File: src/rtl/led_flow_pkg.sv
// Shared definitions for the flowing-LED sequencer: mode and direction encodings
// plus the default prescaler period used when LED_FLOW_INTERNAL_TICK_EN is defined.
package led_flow_pkg;

    typedef enum logic [1:0] {
        MODE_SHL   = 2'd0,
        MODE_SHR   = 2'd1,
        MODE_PP    = 2'd2,
        MODE_BLINK = 2'd3
    } mode_e;

    typedef enum logic {
        DIR_DOWN = 1'b0,
        DIR_UP   = 1'b1
    } dir_e;

    localparam int DEFAULT_TICK_DIV = 25_000_000;
    localparam int LED_NUM_MIN      = 2;
    localparam int LED_NUM_MAX      = 16;

endpackage

File: src/rtl/led_tick_gen.sv
// Free-running prescaler producing a one-cycle tick every TICK_DIV clk cycles;
// only instantiated when LED_FLOW_INTERNAL_TICK_EN is defined.
module led_tick_gen
    import led_flow_pkg::*;
#(
    parameter int TICK_DIV = DEFAULT_TICK_DIV
) (
    input  logic clk,
    input  logic rst,
    output logic tick
);

    localparam int              CNT_W    = (TICK_DIV > 1) ? $clog2(TICK_DIV) : 1;
    localparam logic [CNT_W-1:0] CNT_LAST = CNT_W'(TICK_DIV - 1);
    localparam logic [CNT_W-1:0] CNT_ONE  = CNT_W'(1);

    logic [CNT_W-1:0] count;

    always_ff @(posedge clk) begin
        if (rst) begin
            count <= '0;
        end else if (count == CNT_LAST) begin
            count <= '0;
        end else begin
            count <= count + CNT_ONE;
        end
    end

    // Decoded from the registered count so the first tick lands TICK_DIV edges after reset.
    assign tick = (count == CNT_LAST);

endmodule

File: src/rtl/led_flow_seq.sv
// Flowing-LED sequencer: shift-left, shift-right, ping-pong and blink patterns
// advanced once per step. Define LED_FLOW_INTERNAL_TICK_EN to use the built-in prescaler.
module led_flow_seq
    import led_flow_pkg::*;
#(
    parameter int LED_NUM  = 4,
    parameter int TICK_DIV = DEFAULT_TICK_DIV
) (
    input  logic               clk,
    input  logic               rst,
    input  logic               tick,
    input  logic [1:0]         mode,
    input  logic               pause,
    output logic [LED_NUM-1:0] led,
    output logic               wrap
);

    localparam logic [LED_NUM-1:0] LED_LSB = {{(LED_NUM-1){1'b0}}, 1'b1};
    localparam logic [LED_NUM-1:0] LED_MSB = {1'b1, {(LED_NUM-1){1'b0}}};
    localparam logic [LED_NUM-1:0] LED_ALL = {LED_NUM{1'b1}};

    mode_e mode_q;
    mode_e mode_in;
    dir_e  dir;
    logic  tick_eff;
    logic  step;
    logic  led_onehot;

`ifdef LED_FLOW_INTERNAL_TICK_EN
    logic unused_tick;

    led_tick_gen #(
        .TICK_DIV(TICK_DIV)
    ) u_tick_gen (
        .clk (clk),
        .rst (rst),
        .tick(tick_eff)
    );

    assign unused_tick = tick;
`else
    logic unused_tick_div;

    assign tick_eff        = tick;
    assign unused_tick_div = (TICK_DIV != 0);
`endif

    assign mode_in    = mode_e'(mode);
    assign step       = tick_eff && !pause;
    assign led_onehot = (led != '0) && ((led & (led - LED_LSB)) == '0);

    function automatic logic [LED_NUM-1:0] entry_pattern(input mode_e m);
        case (m)
            MODE_SHR:   return LED_MSB;
            MODE_BLINK: return LED_ALL;
            default:    return LED_LSB;
        endcase
    endfunction

    // Mode changes only take effect on a step; a corrupted pattern in the one-hot modes reloads the entry pattern.
    always_ff @(posedge clk) begin
        if (rst) begin
            led    <= LED_LSB;
            mode_q <= MODE_SHL;
            dir    <= DIR_UP;
            wrap   <= 1'b0;
        end else begin
            wrap <= 1'b0;
            if (step) begin
                if (mode_in != mode_q) begin
                    led    <= entry_pattern(mode_in);
                    mode_q <= mode_in;
                    if (mode_in == MODE_PP) begin
                        dir <= DIR_UP;
                    end
                end else if ((mode_q != MODE_BLINK) && !led_onehot) begin
                    led <= entry_pattern(mode_q);
                    if (mode_q == MODE_PP) begin
                        dir <= DIR_UP;
                    end
                end else begin
                    case (mode_q)
                        MODE_SHL: begin
                            led  <= {led[LED_NUM-2:0], led[LED_NUM-1]};
                            wrap <= led[LED_NUM-1];
                        end
                        MODE_SHR: begin
                            led  <= {led[0], led[LED_NUM-1:1]};
                            wrap <= led[0];
                        end
                        MODE_PP: begin
                            case (dir)
                                DIR_UP: begin
                                    // Already at the top end: bounce instead of shifting the bit out.
                                    if (led[LED_NUM-1]) begin
                                        led <= led >> 1;
                                        dir <= DIR_DOWN;
                                    end else begin
                                        led <= led << 1;
                                        if (led[LED_NUM-2]) begin
                                            dir <= DIR_DOWN;
                                        end
                                    end
                                end
                                DIR_DOWN: begin
                                    if (led[0]) begin
                                        led <= led << 1;
                                        dir <= DIR_UP;
                                    end else begin
                                        led <= led >> 1;
                                        if (led[1]) begin
                                            dir  <= DIR_UP;
                                            wrap <= 1'b1;
                                        end
                                    end
                                end
                            endcase
                        end
                        MODE_BLINK: begin
                            led  <= ~led;
                            wrap <= (led == '0);
                        end
                    endcase
                end
            end
        end
    end

endmodule

File: config.mk
export PLATFORM = sky130hd
export DESIGN_NAME = led_flow_seq
export DESIGN_NICKNAME = d
export VERILOG_FILES = /design/src/rtl/led_flow_pkg.sv /design/src/rtl/led_tick_gen.sv /design/src/rtl/led_flow_seq.sv
export SDC_FILE = /design/constraint.sdc
export NUM_CORES = 1
export LEC_CHECK = 0
export CAP_MARGIN = 15
export CORE_MARGIN = 3
export CORE_UTILIZATION = 60
export CTS_BUF_LIST = sky130_fd_sc_hd__clkbuf_4 sky130_fd_sc_hd__clkbuf_8
export CTS_CLUSTER_DIAMETER = 80
export DETAILED_ROUTE_END_ITERATION = 10
export GPL_TIMING_DRIVEN = 0
export PLACE_DENSITY = 0.87
export SETUP_SLACK_MARGIN = 0.02
export SLEW_MARGIN = 20
export SYNTH_ARGS = -nofsm -noshare
export SYNTH_HDL_FRONTEND = slang
export SYNTH_SLANG_ARGS = --single-unit
File: constraint.sdc
create_clock -name clk -period 2.6 [get_ports clk]
set_input_delay 0.65 -clock clk [delete_from_list [all_inputs] [get_ports clk]]
set_output_delay 0.65 -clock clk [all_outputs]
set_load 0.05 [all_outputs]
# After elaboration in Yosys (flattened, before gate mapping)
# Cells that the tools add are included.
# Widths: inputs -> output; s select.
[word_totals] in_bits=6 out_inout_bits=5 register_bits=8
[op_classes] n_eq_ne=9 addsub=1 n_reduce_logical=13 n_bitwise=4 mux=21
[ops] operator="$pmux 4 s2" n=3
[ops] operator="$mux 4" n=4
[ops] operator="$pmux 4 s4" n=1
[ops] operator="$mux 1" n=11
[ops] operator="$eq 2x2->1 const B" n=4
[ops] operator="$logic_not 4->1" n=2
[ops] operator="$and 4x4->4" n=1
[ops] operator="$eq 2x1->1 const B" n=2
[ops] operator="$not 4->4" n=1
[ops] operator="$pmux 1 s4" n=1
[ops] operator="$reduce_bool 4->1" n=1
[ops] operator="$reduce_or 4->1" n=1
[ops] operator="$sub 4x1->4 const B" n=1
[ops] operator="$logic_and 1x1->1" n=3
[ops] operator="$reduce_and 3->1" n=1
[ops] operator="$logic_not 1->1" n=2
[ops] operator="$logic_not 2->1" n=1
[ops] operator="$ne 2x1->1 const B" n=1
[ops] operator="$ne 2x2->1" n=1
[ops] operator="$ne 2x2->1 const B" n=1
[ops] operator="$not 1->1" n=2
[ops] operator="$pmux 1 s2" n=1
[ops] operator="$reduce_and 2->1" n=1
[ops] operator="$reduce_bool 2->1" n=1

# Logic depth before layout (Yosys ltp)
[depth] word_depth=8 depth_mapped=7 depth_no_buf=5

# Least setup slack after synthesis
# No wires, ideal clock.
[synth_path] kind="register to register" start="register led[3]" end="register dir" path_slack_ns=0.808 path_stages_with_launch=7 n_path_buf=1 setup_ns=0.120 required_time_ns=2.480 arrival_time_ns=1.673 synth_period_minus_slack_ns=1.792 cell_sequence="dfxtp_1 buf_4 xor2_1 o21ai_1 o21ai_2 nand2b_4 o31a_1"
[synth_between] elab_chain_cells=8 elab_cells_between_ends=12 cone_classes="1 x add/sub; 5 x mux; 1 x bitwise; 5 x reduce/logical"
[synth_lines] item="start: declaration" line_no="led_flow_seq.sv:14" rtl="output logic [LED_NUM-1:0] led,"
[synth_lines] item="start signal: assignment" line_no="led_flow_seq.sv:71" rtl="led <= entry_pattern(mode_in);"
[synth_lines] item="start signal: assignment" line_no="led_flow_seq.sv:77" rtl="led <= entry_pattern(mode_q);"
[synth_lines] item="start signal: assignment" line_no="led_flow_seq.sv:84" rtl="led <= {led[LED_NUM-2:0], led[LED_NUM-1]};"
[synth_lines] item="$sub 4x1->4" line_no="led_flow_seq.sv:50" rtl="assign led_onehot = (led != '0) && ((led & (led - LED_LSB)) == '0);"
[synth_lines] item="$and 4x4->4" line_no="led_flow_seq.sv:50"
[synth_lines] item="$logic_not 4->1" line_no="led_flow_seq.sv:50"
[synth_lines] item="$logic_and 1x1->1" line_no="led_flow_seq.sv:50"
[synth_lines] item="$logic_not 1->1" line_no="led_flow_seq.sv:76" rtl="end else if ((mode_q != MODE_BLINK) && !led_onehot) begin"
[synth_lines] item="$logic_and 1x1->1" line_no="led_flow_seq.sv:76"
[synth_lines] item="$mux 1 *" line_no="led_flow_seq.sv:76"
[synth_lines] item="$mux 1 *" line_no="led_flow_seq.sv:70" rtl="if (mode_in != mode_q) begin"
[synth_lines] item="end signal: assignment" line_no="led_flow_seq.sv:65" rtl="dir <= DIR_UP;"
[synth_lines] item="end signal: assignment" line_no="led_flow_seq.sv:74" rtl="dir <= DIR_UP;"
[synth_lines] item="end signal: assignment" line_no="led_flow_seq.sv:79" rtl="dir <= DIR_UP;"
[synth_lines] item="end: declaration" line_no="led_flow_seq.sv:24" rtl="dir_e dir;"
# Every way passes the cells marked *; elsewhere a longest branch is shown, timed or not. The select of a mux whose other input is x is not followed.
# A chain may end at the register's enable or synchronous reset.

# Worst setup path after layout
[layout_path] start="register led[0]" end="output port led[0]"
# No word-level cell between the ends.

==> out/qor.yml <==
global_route:
  antenna_found_initial: 0
  grt_pass1_vias: 701
  grt_usage: 0.229
  grt_max_degree: 11
  grt_overflow_total: 0
  grt_first_pass_wirelength_um: 3200
setup_path:
  max_stage_delay_ns: 0.85
  crit_slowest_cell: "clkdlybuf4s50_1"
  crit_arrival_ns: 1.55
  path_delay_family: "buffers and inverters"
  reg2reg_from: "led[1]"
  timing.critical_path.buf_inv: 1
  path_max_fanout: 6
  reg2reg_to: "led[2]"
  reg2reg_depth: 6
  worst_setup_path_start_kind: "flip-flop"
  rrSetupSlack_ns: 1.02
  crit_chain: "clkdlybuf4s50_1"
  cp-end-kind: "output port"
  crit_type: "reg -> out"
  worstPathRequired_ns: 1.95
pwr:
  finalPower_w: 0.000372
  power.density_nw_per_um2: 406
  p_leak_nw: 0.312
  internal_power_w: 0.000237
  pwr-share-clk: 0.275
  peakVddDrop_mv: 0.369
  netSwitchingFraction: 0.362
  p_seq_frac: 0.363
  comb_power_share: 0.362
  power.switching_w: 0.000134
timing:
  period_needed_ns: 2.20
  finalCritPeriodShare: 0.847
  skew_ns: 0.00426
  hold_violations: 0
  timing.fmax_ghz: 0.454
  tns_ns: 0
  rsz0062_at_grt: "false"
  finalSetupViolations: 0
  slew_headroom: 0.662
  drv_slew: 0
  tightestPinTransition_ns: 0.506
status:
  status: "complete, no violations"
floorplanning:
  num_rows: 12
  io_pins: 11
  die_y_um: 42.2
  die_area_um2: 1780
  start_util: 0.670
  coreArea_um2: 1170
  fp.dieW_um: 42.2
synthesis:
  netlist_instances: 96
  synthDistinctLibCells: 44
  syn-num-nets: 102
  ys_ff_latch: 8
  synthArstFlopShare: 0
  synth_seq_area_share: 0.204
  syn_area_um2: 785
  ys.warnings.count: 0
  synth_flop_cell: "dfxtp_1"
  syn_area_per_cell_um2: 8.17
  synth_edf_count: 0
cts:
  clk_latency_ns: 0.27
  cts_buffers: 3
  root_buffer: "clkbuf_4"
  cts_sinks: 8
  cts_setup_buffers: 0
  cts_max_level: 1
  cts.repair.resized: 0
  cts_buffer_depth: 2
  cts_tree: "built"
  cts_hold_buf: 0
  clk_pin_slew_worst_paths_ns: 0.06
finish:
  num_antenna_cells: 0
  final_common_cell: "clkdlybuf4s50_1"
  fin_util: 0.781
  area_growth_syn_to_layout_pct: 16.6
  drive_above_1_share: 0.231
  final_cell_mix: "9 x clkdlybuf4s50_1, 8 x dfxtp_1, 7 x nand2_1, 7 x a21oi_1"
  nets: 116
drt:
  wire_per_inst_um: 15.3
  drt_iter0_markers: 44
  routed_wl_um: 1860
  route.detailed.drc: 0
  vias: 783
  drtAntennaViolNets: 0
  firstDrtPassIters: 4
  viasPerCell: 6.42
placed_design:
  port_buffers: 9
  hpwlAfterDp_um: 1370
  gp_congestion: 0.864
worst_hold_path:
  holdCritStartpoint: "dir"
  holdPathStages: 3
  hp-class: "reg -> reg"
  whs_endpoint: "dir"
flow_run:
  max_cap_viol_count: 0
## sequential cells by signal, summed over array words and instances, names as in the netlist
signal	count
dir	1
led	4
mode_q	2
wrap	1
## cell usage after synthesis (all sizes together), types with 2 or more instances
cell type | number | share of area
buf | 8 | 0.091
o21a | 2 | 0.019
or2 | 2 | 0.016
o221ai | 2 | 0.022
inv | 4 | 0.019
nand2b | 8 | 0.077
a31oi | 4 | 0.051
clkbuf | 2 | 0.011
o32ai | 2 | 0.022
nor2 | 6 | 0.029
dfxtp | 8 | 0.20
a211o | 2 | 0.022
a21oi | 8 | 0.056
nand2 | 8 | 0.041
xnor2 | 2 | 0.022
o21ai | 7 | 0.049
nor2b | 3 | 0.024
nor3 | 4 | 0.032
## power groups by stage
stage               sequential, W  clock, W  combinational, W
finish                   0.000135  0.000102          0.000135
global route             0.000136  0.000108          0.000145
CTS                      0.000135  0.000102          0.000133
detailed placement       0.000138         0          0.000133
global placement         0.000137         0          0.000131
floorplan                0.000151         0         0.0000855
## kinds of logic after synthesis
| group | count (synthesis) | synth area share |
|---|---|---|
| DFF | 8 | 0.204 |
| buffers and inverters | 14 | 0.121 |
| xor gates and xnor gates | 3 | 0.0335 |
| and+or+nand+nor | 36 | 0.279 |
| AOI/OAI and AO/OA | 35 | 0.362 |
## layout make-up
class                   instances  area [um^2]
fillers                        89          256
plain buffers                  10         80.1
flip-flops and latches          8          160
clock buffers                   3         22.5
inverters                       4         15.0
repair buffers                  9         90.1
multi-input cells              74          529
well taps                      14         17.5
## through the flow
stage          cells  hold slack, ns  cell area, um^2  setup WS [ns]
6_report         122           0.714              915          0.398
3_5_place_dp     119           0.700              892          0.282
5_1_grt          122           0.764              915          0.362
4_1_cts          122           0.716              915          0.393
3_3_place_gp     119           0.691              892          0.307
2_1_floorplan     96           0.648              785          0.808
## worst max-delay path by stage
stage | endpoint | cells after the start | start
floorplan | dir | 6 | led[3]
global placement | led[1] | 6 | mode[0]
detailed placement | led[1] | 6 | mode[0]
CTS | led[0] | 1 | led[0]
global route | led[0] | 1 | led[0]
finish | led[0] | 1 | led[0]
## metal layers
metal  wire (um)  part of all wire  global-route usage  up-vias
met4          42             0.023              0.0745        0
met1         798              0.43               0.326      353
met5           0                 0                   0        -
met3         172             0.092              0.0386        7
met2         849              0.46               0.347       43
li1            -                 -                   -      380
(Power assumes the default switching activity.)
